==> config.mk <==
export PLATFORM = sky130hd
export DESIGN_NAME = instr_sequencer
export DESIGN_NICKNAME = d
export VERILOG_FILES = /design/src/rtl/risc_pkg.sv /design/src/rtl/prog_mem.sv /design/src/rtl/instr_sequencer.sv
export SDC_FILE = /design/constraint.sdc
export NUM_CORES = 1
export LEC_CHECK = 0
export ABC_AREA = 1
export CORE_ASPECT_RATIO = 0.8
export CORE_MARGIN = 1
export CORE_UTILIZATION = 55
export DETAILED_ROUTE_END_ITERATION = 8
export PLACE_DENSITY = 0.84
export SETUP_SLACK_MARGIN = 0.1
export SYNTH_ARGS = -nofsm -noshare
export SYNTH_HDL_FRONTEND = slang
export SYNTH_SLANG_ARGS = --single-unit
==> constraint.sdc <==
create_clock -name clk -period 3 [get_ports clk]
set_clock_uncertainty 0.1 [all_clocks]
set_input_delay 0.3 -clock clk [delete_from_list [all_inputs] [get_ports clk]]
set_output_delay 0.3 -clock clk [all_outputs]
set_load 0.05 [all_outputs]
==> src/rtl/risc_pkg.sv <==
`default_nettype none
// ============================================================================
//  Module   : risc_pkg
//  Purpose  : Shared tiny-RISC definitions. These are the opcode encodings
//             used by the instruction sequencer and the downstream decoder,
//             plus the sequencer state type.
//  Contents : OP_* opcode localparams (6-bit), seq_state_t enum
//  Revision : 1.0  initial release
// ============================================================================
package risc_pkg;

    localparam int OPCODE_BITS = 6;

    localparam logic [OPCODE_BITS-1:0] OP_NOP     = 6'b000000;
    localparam logic [OPCODE_BITS-1:0] OP_LOADA   = 6'b000001;
    localparam logic [OPCODE_BITS-1:0] OP_LOADB   = 6'b000010;
    localparam logic [OPCODE_BITS-1:0] OP_ADD     = 6'b000011;
    localparam logic [OPCODE_BITS-1:0] OP_READOUT = 6'b000100;
    localparam logic [OPCODE_BITS-1:0] OP_JMP     = 6'b000101;
    localparam logic [OPCODE_BITS-1:0] OP_HALT    = 6'b111111;

    typedef enum logic [1:0] {
        IDLE  = 2'd0,
        FETCH = 2'd1,
        ISSUE = 2'd2,
        HALT  = 2'd3
    } seq_state_t;

endpackage
`default_nettype wire

==> src/rtl/prog_mem.sv <==
`default_nettype none
// ============================================================================
//  Module   : prog_mem
//  Purpose  : Program store for the instruction sequencer. DEPTH x WIDTH
//             flop array with one synchronous write port and one
//             asynchronous (combinational) read port. Contents are not reset.
//  Ports    : clk            rising-edge clock
//             we/waddr/wdata synchronous write port
//             raddr/rdata    combinational read port
//  Revision : 1.0  initial release
// ============================================================================
module prog_mem #(
    parameter int DEPTH  = 16,
    parameter int WIDTH  = 14,
    parameter int ADDR_W = $clog2(DEPTH)
) (
    input  logic              clk,
    input  logic              we,
    input  logic [ADDR_W-1:0] waddr,
    input  logic [WIDTH-1:0]  wdata,
    input  logic [ADDR_W-1:0] raddr,
    output logic [WIDTH-1:0]  rdata
);

    logic [WIDTH-1:0] mem [DEPTH];

    // No reset on the array: program contents survive rst.
    always_ff @(posedge clk) begin
        if (we) begin
            mem[waddr] <= wdata;
        end
    end

    assign rdata = mem[raddr];

endmodule
`default_nettype wire

==> src/rtl/instr_sequencer.sv <==
`default_nettype none
// ============================================================================
//  Module   : instr_sequencer
//  Purpose  : Program sequencer feeding the tiny-RISC decoder. It holds a
//             loadable program memory and a PC, and issues one
//             {opcode, operand} per valid/ready handshake until a HALT word.
//  Ports    : clk, rst (async, active-high)
//             prog_we/prog_addr/prog_wdata  program load (IDLE/HALT only)
//             start, abort                  run control
//             instr_valid/instr_ready       downstream handshake
//             opcode, operand, pc           issued instruction and its address
//             busy (FETCH/ISSUE), done (HALT)
//  Config   : `define INSTR_SEQUENCER_JUMP_EN to consume JMP internally
//             (pc <= operand[ADDR_W-1:0], one bubble per jump). When it is
//             undefined, JMP is issued downstream like any other opcode.
//  Revision : 1.0  initial release
// ============================================================================
module instr_sequencer
    import risc_pkg::*;
#(
    parameter int DEPTH    = 16,
    parameter int DATA_W   = 8,
    parameter int OPCODE_W = 6,
    parameter int ADDR_W   = $clog2(DEPTH)
) (
    input  logic                       clk,
    input  logic                       rst,
    input  logic                       prog_we,
    input  logic [ADDR_W-1:0]          prog_addr,
    input  logic [OPCODE_W+DATA_W-1:0] prog_wdata,
    input  logic                       start,
    input  logic                       abort,
    input  logic                       instr_ready,
    output logic                       instr_valid,
    output logic [OPCODE_W-1:0]        opcode,
    output logic [DATA_W-1:0]          operand,
    output logic [ADDR_W-1:0]          pc,
    output logic                       busy,
    output logic                       done
);

    localparam int WORD_W = OPCODE_W + DATA_W;

    seq_state_t          state;

    logic [ADDR_W-1:0]   pc_inc;
    logic [ADDR_W-1:0]   rd_addr;
    logic [WORD_W-1:0]   rd_word;
    logic [OPCODE_W-1:0] rd_op;
    logic [DATA_W-1:0]   rd_opd;
    logic                rd_is_halt;
    logic                rd_is_jmp;
    logic [ADDR_W-1:0]   jmp_target;
    logic                mem_we;
    logic                accept;

    // PC arithmetic wraps naturally at DEPTH because DEPTH is a power of two.
    assign pc_inc = pc + ADDR_W'(1);

    // In FETCH the word at pc is needed. In ISSUE the only time the read
    // data matters is on accept, when the following word must be loaded in
    // the same edge, so the single read port looks one ahead.
    assign rd_addr = (state == ISSUE) ? pc_inc : pc;

    // Writes are only honoured while nothing is executing.
    assign mem_we = prog_we && ((state == IDLE) || (state == HALT));

    prog_mem #(
        .DEPTH  (DEPTH),
        .WIDTH  (WORD_W),
        .ADDR_W (ADDR_W)
    ) u_prog_mem (
        .clk   (clk),
        .we    (mem_we),
        .waddr (prog_addr),
        .wdata (prog_wdata),
        .raddr (rd_addr),
        .rdata (rd_word)
    );

    assign rd_op      = rd_word[WORD_W-1 -: OPCODE_W];
    assign rd_opd     = rd_word[DATA_W-1:0];
    assign rd_is_halt = (rd_op == OP_HALT);
    assign jmp_target = rd_opd[ADDR_W-1:0];

`ifdef INSTR_SEQUENCER_JUMP_EN
    assign rd_is_jmp = (rd_op == OP_JMP);
`else
    assign rd_is_jmp = 1'b0;
`endif

    assign accept = instr_valid && instr_ready;

    always_ff @(posedge clk or posedge rst) begin
        if (rst) begin
            state       <= IDLE;
            pc          <= '0;
            opcode      <= '0;
            operand     <= '0;
            instr_valid <= 1'b0;
            busy        <= 1'b0;
            done        <= 1'b0;
        end else if (abort) begin
            // abort outranks start and accept; opcode/operand simply hold.
            state       <= IDLE;
            pc          <= '0;
            instr_valid <= 1'b0;
            busy        <= 1'b0;
            done        <= 1'b0;
        end else begin
            case (state)
                IDLE: begin
                    if (start) begin
                        pc    <= '0;
                        busy  <= 1'b1;
                        state <= FETCH;
                    end
                end

                FETCH: begin
                    if (rd_is_halt) begin
                        done  <= 1'b1;
                        busy  <= 1'b0;
                        state <= HALT;
                    end else if (rd_is_jmp) begin
                        // Jump chains (including a jump to itself) keep
                        // re-fetching with instr_valid low.
                        pc    <= jmp_target;
                    end else begin
                        opcode      <= rd_op;
                        operand     <= rd_opd;
                        instr_valid <= 1'b1;
                        state       <= ISSUE;
                    end
                end

                ISSUE: begin
                    if (accept) begin
                        if (rd_is_halt) begin
                            pc          <= pc_inc;
                            instr_valid <= 1'b0;
                            done        <= 1'b1;
                            busy        <= 1'b0;
                            state       <= HALT;
                        end else if (rd_is_jmp) begin
                            // One bubble: back to FETCH at the target.
                            pc          <= jmp_target;
                            instr_valid <= 1'b0;
                            state       <= FETCH;
                        end else begin
                            // Back-to-back issue, one instruction per cycle.
                            pc      <= pc_inc;
                            opcode  <= rd_op;
                            operand <= rd_opd;
                        end
                    end
                end

                HALT: begin
                    if (start) begin
                        pc    <= '0;
                        done  <= 1'b0;
                        busy  <= 1'b1;
                        state <= FETCH;
                    end else if (prog_we) begin
                        // Reloading a halted program drops back to IDLE.
                        done  <= 1'b0;
                        state <= IDLE;
                    end
                end

                default: begin
                    state <= IDLE;
                end
            endcase
        end
    end

endmodule
`default_nettype wire

# After elaboration in Yosys (flattened, before gate mapping)
# Memory sizes are Yosys's and may differ from the RTL's.
# Cells that the tools add are included.
# classes
addsub	1
n_eq_ne	12
mux	37
bitwise	1
n_reduce_logical	14
# op_table
op	n
2-to-1 mux 1 bit	16
2-to-1 mux 4 bit	4
2-to-1 mux 8 bit	2
case mux 8 bit (2 select lines)	1
2-to-1 mux 2 bit	6
2-to-1 mux 6 bit	2
!= test 3 bit, second input constant	4
case mux 6 bit (2 select lines)	1
AND reduction 3 bit	3
case mux 2 bit (4 select lines)	1
case mux 4 bit (2 select lines)	1
AND reduction 4 bit	2
== test 6 bit, second input constant	1
case mux 1 bit (3 select lines)	2
adder 4 x 1 -> 4 bit, second input constant	1
== test 2 bit, second input constant	2
!= test 2 bit, second input constant	2
!= test 4 bit, second input constant	1
nonzero test 4 bit	1
!= test 3 x 1 -> 1 bit, second input constant	1
nonzero test 3 bit	1
== test 2 x 1 -> 1 bit, second input constant	1
logical AND 1 bit	2
logical NOT 2 bit	1
6 further kinds	6
# totals
reg_bits	23
ramBits	224
elab_cells	73
n_memories	1
# mem_list
name	depth	width	read_ports	rd_clocked_by_memory_dff	wr	line_no	text
u_prog_mem.mem	16	14	1	0	1	prog_mem.sv:25	logic [WIDTH-1:0] mem [DEPTH];

# Logic depth before layout (Yosys ltp)
# An unclocked memory read counts as a cell.
# logic_depth
ltp_word	8
depth_mapped	18
ltp_nobuf	17

# Cells and area by module
# From an unflattened synthesis, not the netlist that was laid out.
# unflattened
hier_cells	1096
area_unflattened_um2	11103.1
# by_module_without_submodules
module	instances	cells_per_inst	area_each_um2	seq_area_each_um2
prog_mem	1	929	9705.6	6726.5
instr_sequencer	1	167	1397.6	575.6

# Worst setup path before layout
# Ideal clock, no wire load.
# synth_path
path_type	register to register
startpoint	register pc[0]
endpoint	register opcode[0]
setup_ns	0.122
arrival_ns	2.398
slack_ns	0.379
stages_incl_launch_ff	17
synth_period_minus_slack_ns	2.621
cell_sequence	dfrtp_1 -> ha_1 -> inv_1 -> nand2_1 -> o21ai_0 -> buf_2 -> buf_4 -> nand3_1 -> nand3_1 -> nand3_1 -> nand2_1 -> nor2_1 -> nand3_2 -> nand2_2 -> buf_6 -> nand2_1 -> o21ai_1
# synth_between
elab_chain_cells	7
# synth_rtl
element	line_no	text
start: declaration	instr_sequencer.sv:37	output logic [ADDR_W-1:0] pc,
start signal: assignment	instr_sequencer.sv:128	pc <= jmp_target;
start signal: assignment	instr_sequencer.sv:140	pc <= pc_inc;
start signal: assignment	instr_sequencer.sv:147	pc <= jmp_target;
adder 4 x 1 -> 4 bit	instr_sequencer.sv:58	assign pc_inc = pc + ADDR_W'(1);
2-to-1 mux 4 bit *	instr_sequencer.sv:63	assign rd_addr = (state == ISSUE) ? pc_inc : pc;
memory (16 x 14 bit) *	--	
== test 6 bit	instr_sequencer.sv:83	assign rd_is_halt = (rd_op == OP_HALT);
2-to-1 mux 6 bit *	instr_sequencer.sv:121	if (rd_is_halt) begin
2-to-1 mux 6 bit	instr_sequencer.sv:138	if (accept) begin
case mux 6 bit (2 select lines) *	instr_sequencer.sv:111	case (state)
end signal: assignment	instr_sequencer.sv:130	opcode <= rd_op;
end signal: assignment	instr_sequencer.sv:153	opcode <= rd_op;
end: declaration	instr_sequencer.sv:35	output logic [OPCODE_W-1:0] opcode,
# Mark *: on every way between the ends. The rest lies on a longest branch, timed or not. The select of a mux whose other input is x is not followed.
# A chain may end at the register's enable or synchronous reset.

# Final worst setup path
# layout_path
startpoint	register state[1]
endpoint	memory u_prog_mem.mem[10][12] (enable)
# layout_between
elab_chain_cells	5
word_cells_on_any_way	6
classes_between	1 x eq/ne; 2 x mux; 3 x reduce/logical
# layout_rtl
element	line_no	text
start: declaration	instr_sequencer.sv:44	seq_state_t state;
start signal: assignment	instr_sequencer.sv:96	state <= IDLE;
start signal: assignment	instr_sequencer.sv:105	state <= IDLE;
start signal: assignment	instr_sequencer.sv:116	state <= FETCH;
== test 2 bit / logical NOT 2 bit (equally long branches)	instr_sequencer.sv:66	assign mem_we = prog_we && ((state == IDLE) || (state == HALT));
logical OR 1 bit *	instr_sequencer.sv:66	
logical AND 1 bit *	instr_sequencer.sv:66	
2-to-1 mux 1 bit *	prog_mem.sv:29	if (we) begin
2-to-1 mux 1 bit (implied by the code) *	prog_mem.sv:30	mem[waddr] <= wdata;
end: declaration	prog_mem.sv:25	
# Mark *: on every way between the ends. The rest lies on a longest branch, timed or not.

==> out/metrics.yaml <==
critPathTopFamily: "simple AND/OR/NAND/NOR gates"
yosys.area.top_type_share: 0.656
setup_violations: 0
synth_top_family_by_area: "simple AND/OR/NAND/NOR gates"
place_inst: 1111
gr-total-overflow: 0
synth_area_leaders: "edfxtp_1 (66%), nand2_1 (5.9%), nand3_1 (5.7%)"
port_buffers: 44
clk_root_buffer_cell: "clkbuf_16"
cp_max_fo: 6
drive_above_1_share: 0.112
min_period_over_period: 0.924
die_h_um: 124
synth-compound-area-share: 0.0740
avgSynthCellArea_um2: 12.1
grt_pass1_wl_um: 37800
worstPathBufferInverterCount: 2
synth_xor_area_frac: 0.00171
peakVddDrop_v: 0.000486
cp_slowest_cell: "nor2_1"
fmax_ghz: 0.361
relSlewSlack: 0.458
worst_setup_path_end_kind: "register"
max-clock-path-buffers: 3
grt_pass1_vias: 6988
die-area_um2: 19200
hp-class: "in -> async"
synthesis.area_um2: 10200
leakagePower_uw: 0.00434
cts_tree: "done"
die_x_um: 155
cp_slowest_stage_delay_ps: 530
wl_per_cell_um: 21.8
synth-simple-area-share: 0.161
drc: 0
place.gp.congestion: 0.875
drtIter0Drc: 973
drtAntennaViolNets: 0
yosys-top-cells-count: "edfxtp_1 (224), nand2_1 (161), nand3_1 (117)"
num_antenna_cells: 0
ios: 45
p_per_area_nw_per_um2: 886
required_ps: 3130
syn-num-nets: 876
htree_levels: 1
hold_buffers: 0
initial_core_util: 0.564
grt_start_max_net_pins: 41
maxCapViolations: 0
rsz0062_at_grt: "false"
ys.flop_type: "edfxtp_1"
ys_warn_count: 0
via_per_inst: 6.20
worstSkewPairLatency_ps: 530
worst-setup-path-type: "reg -> reg"
grt_antenna_before_repair: 0
cts_inserted_buffers: 24
worstPathArrival_ps: 2900
cp_common_cell: "nor2_1"
cp.depth: 6
crit_chain: "inv_1 -> ha_1 -> nor2_1 -> nand2_1 -> nor2_1 -> buf_4"
ys_async_sr_fraction: 0.0931
synth.distinct_cells: 29
worstRegToRegCells: 6
grt.total_usage: 0.267
synth_fa_ha_area_frac: 0.00733
finalHoldViolCount: 0
syn_inst: 846
finalNonFillerCells: 1161
clkTransAtPathRegs_ps: 70
critPathLaunchType: "register"
first_pass_iters: 5
ys_seq_area_frac: 0.712
nets: 943
row_count: 44
area_delta_synth_final_pct: 17.8
hpwl_um: 14100
status: "finished clean"
final_util: 0.664
num_vias: 7203
wl_um: 25300
ys_seq_elements: 247
synth.area.mux_share: 0
finalMaxSlewViolations: 0
worst_pin_slew_ps: 812
total_power_uw: 10700
fin_crit_ps: 2770
synth_top_area_cell: "edfxtp_1"
synth-edff-count: 224
cts.sinks: 247
fillers: 1236
core-area_um2: 18200
yosysMostFrequentCell: "edfxtp_1"
## flip-flops by register name, summed over array words and instances (netlist names)
signal / cells
operand: 8
state: 2
instr_valid: 1
done: 1
busy: 1
pc: 4
u_prog_mem.mem: 224
opcode: 6
## what timing repair did
item | in CTS | in global routing
gates cloned | 1 | 3
pin swaps | 0 | 1
gates resized for setup | 7 | 16
setup endpoints to repair | 18 | 19
buffers inserted | 1 | 1
## cell type report
type / instances / area [µm²] / share of cell area
multi-input combinational: 517 / 2630 / 0.218
timing repair buffer: 87 / 913 / 0.0757
inverter: 36 / 140 / 0.0116
clock inverter: 14 / 153 / 0.0126
tap: 230 / 288 / 0.0238
clock buffer: 30 / 644 / 0.0534
sequential: 247 / 7300 / 0.605
## final timing paths
check,slack (ps),from,to
worst max-delay path,230,state[1],u_prog_mem.mem[10][12]
worst min-delay path,140,rst,operand[5]
worst max register to register,230,state[1],u_prog_mem.mem[10][12]
worst min register to register,380,operand[2],operand[2]
max in group asynchronous,2150,rst,opcode[0]
min in group clk,380,start,busy
## logic make-up after synthesis
logic type | count (synthesis)
compound gates | 124
xor+xnor | 2
fa+ha+maj | 6
buf+inv | 83
flops | 247
simple gates | 384
## power breakdown
part | internal, µW | switching [µW]
sequential | 3960 | 103
combinational | 1180 | 2380
clock | 1790 | 1270
total | 6930 | 3750
## through the flow
stage / TNS (ps) / hold slack, ps / setup WS, ps / cell area [µm²]
after floorplan: 0 / 202 / 379 / 10200
after global placement: 0 / 358 / 8.89 / 11000
after detailed placement: -1990 / 367 / -166 / 11000
after CTS: 0 / 168 / 110 / 11900
after global routing: 0 / 231 / 80.0 / 12100
final: 0 / 139 / 229 / 12100
## cell usage in the layout, fill, tap and decap left out, types with 4 or more instances in the layout
cell / synthesis / final
dfrtp_1: 23 / 23
nand3_1: 117 / 117
o22ai_1: 11 / 11
clkbuf_1: 14 / 5
o211ai_1: 8 / 8
nand2_1: 161 / 158
nand2_8: 0 / 4
nor2_1: 91 / 89
o21ai_0: 69 / 68
clkinv_2: 0 / 5
nand2_2: 4 / 4
o221ai_1: 24 / 24
ha_1: 6 / 5
buf_12: 0 / 5
edfxtp_1: 224 / 224
clkdlybuf4s50_1: 0 / 44
inv_1: 33 / 32
buf_4: 5 / 32
clkbuf_16: 0 / 27
o21ai_1: 7 / 7
## metal layers
metal | track usage | wire length [µm] | vias up
met3 | 0.0536 | 3380 | 80
met1 | 0.362 | 9690 | 3388
met2 | 0.425 | 11400 | 550
met5 | 0 | 0 | -
li1 | - | - | 3185
met4 | 0.118 | 896 | 0
(Power assumes the default switching activity.)
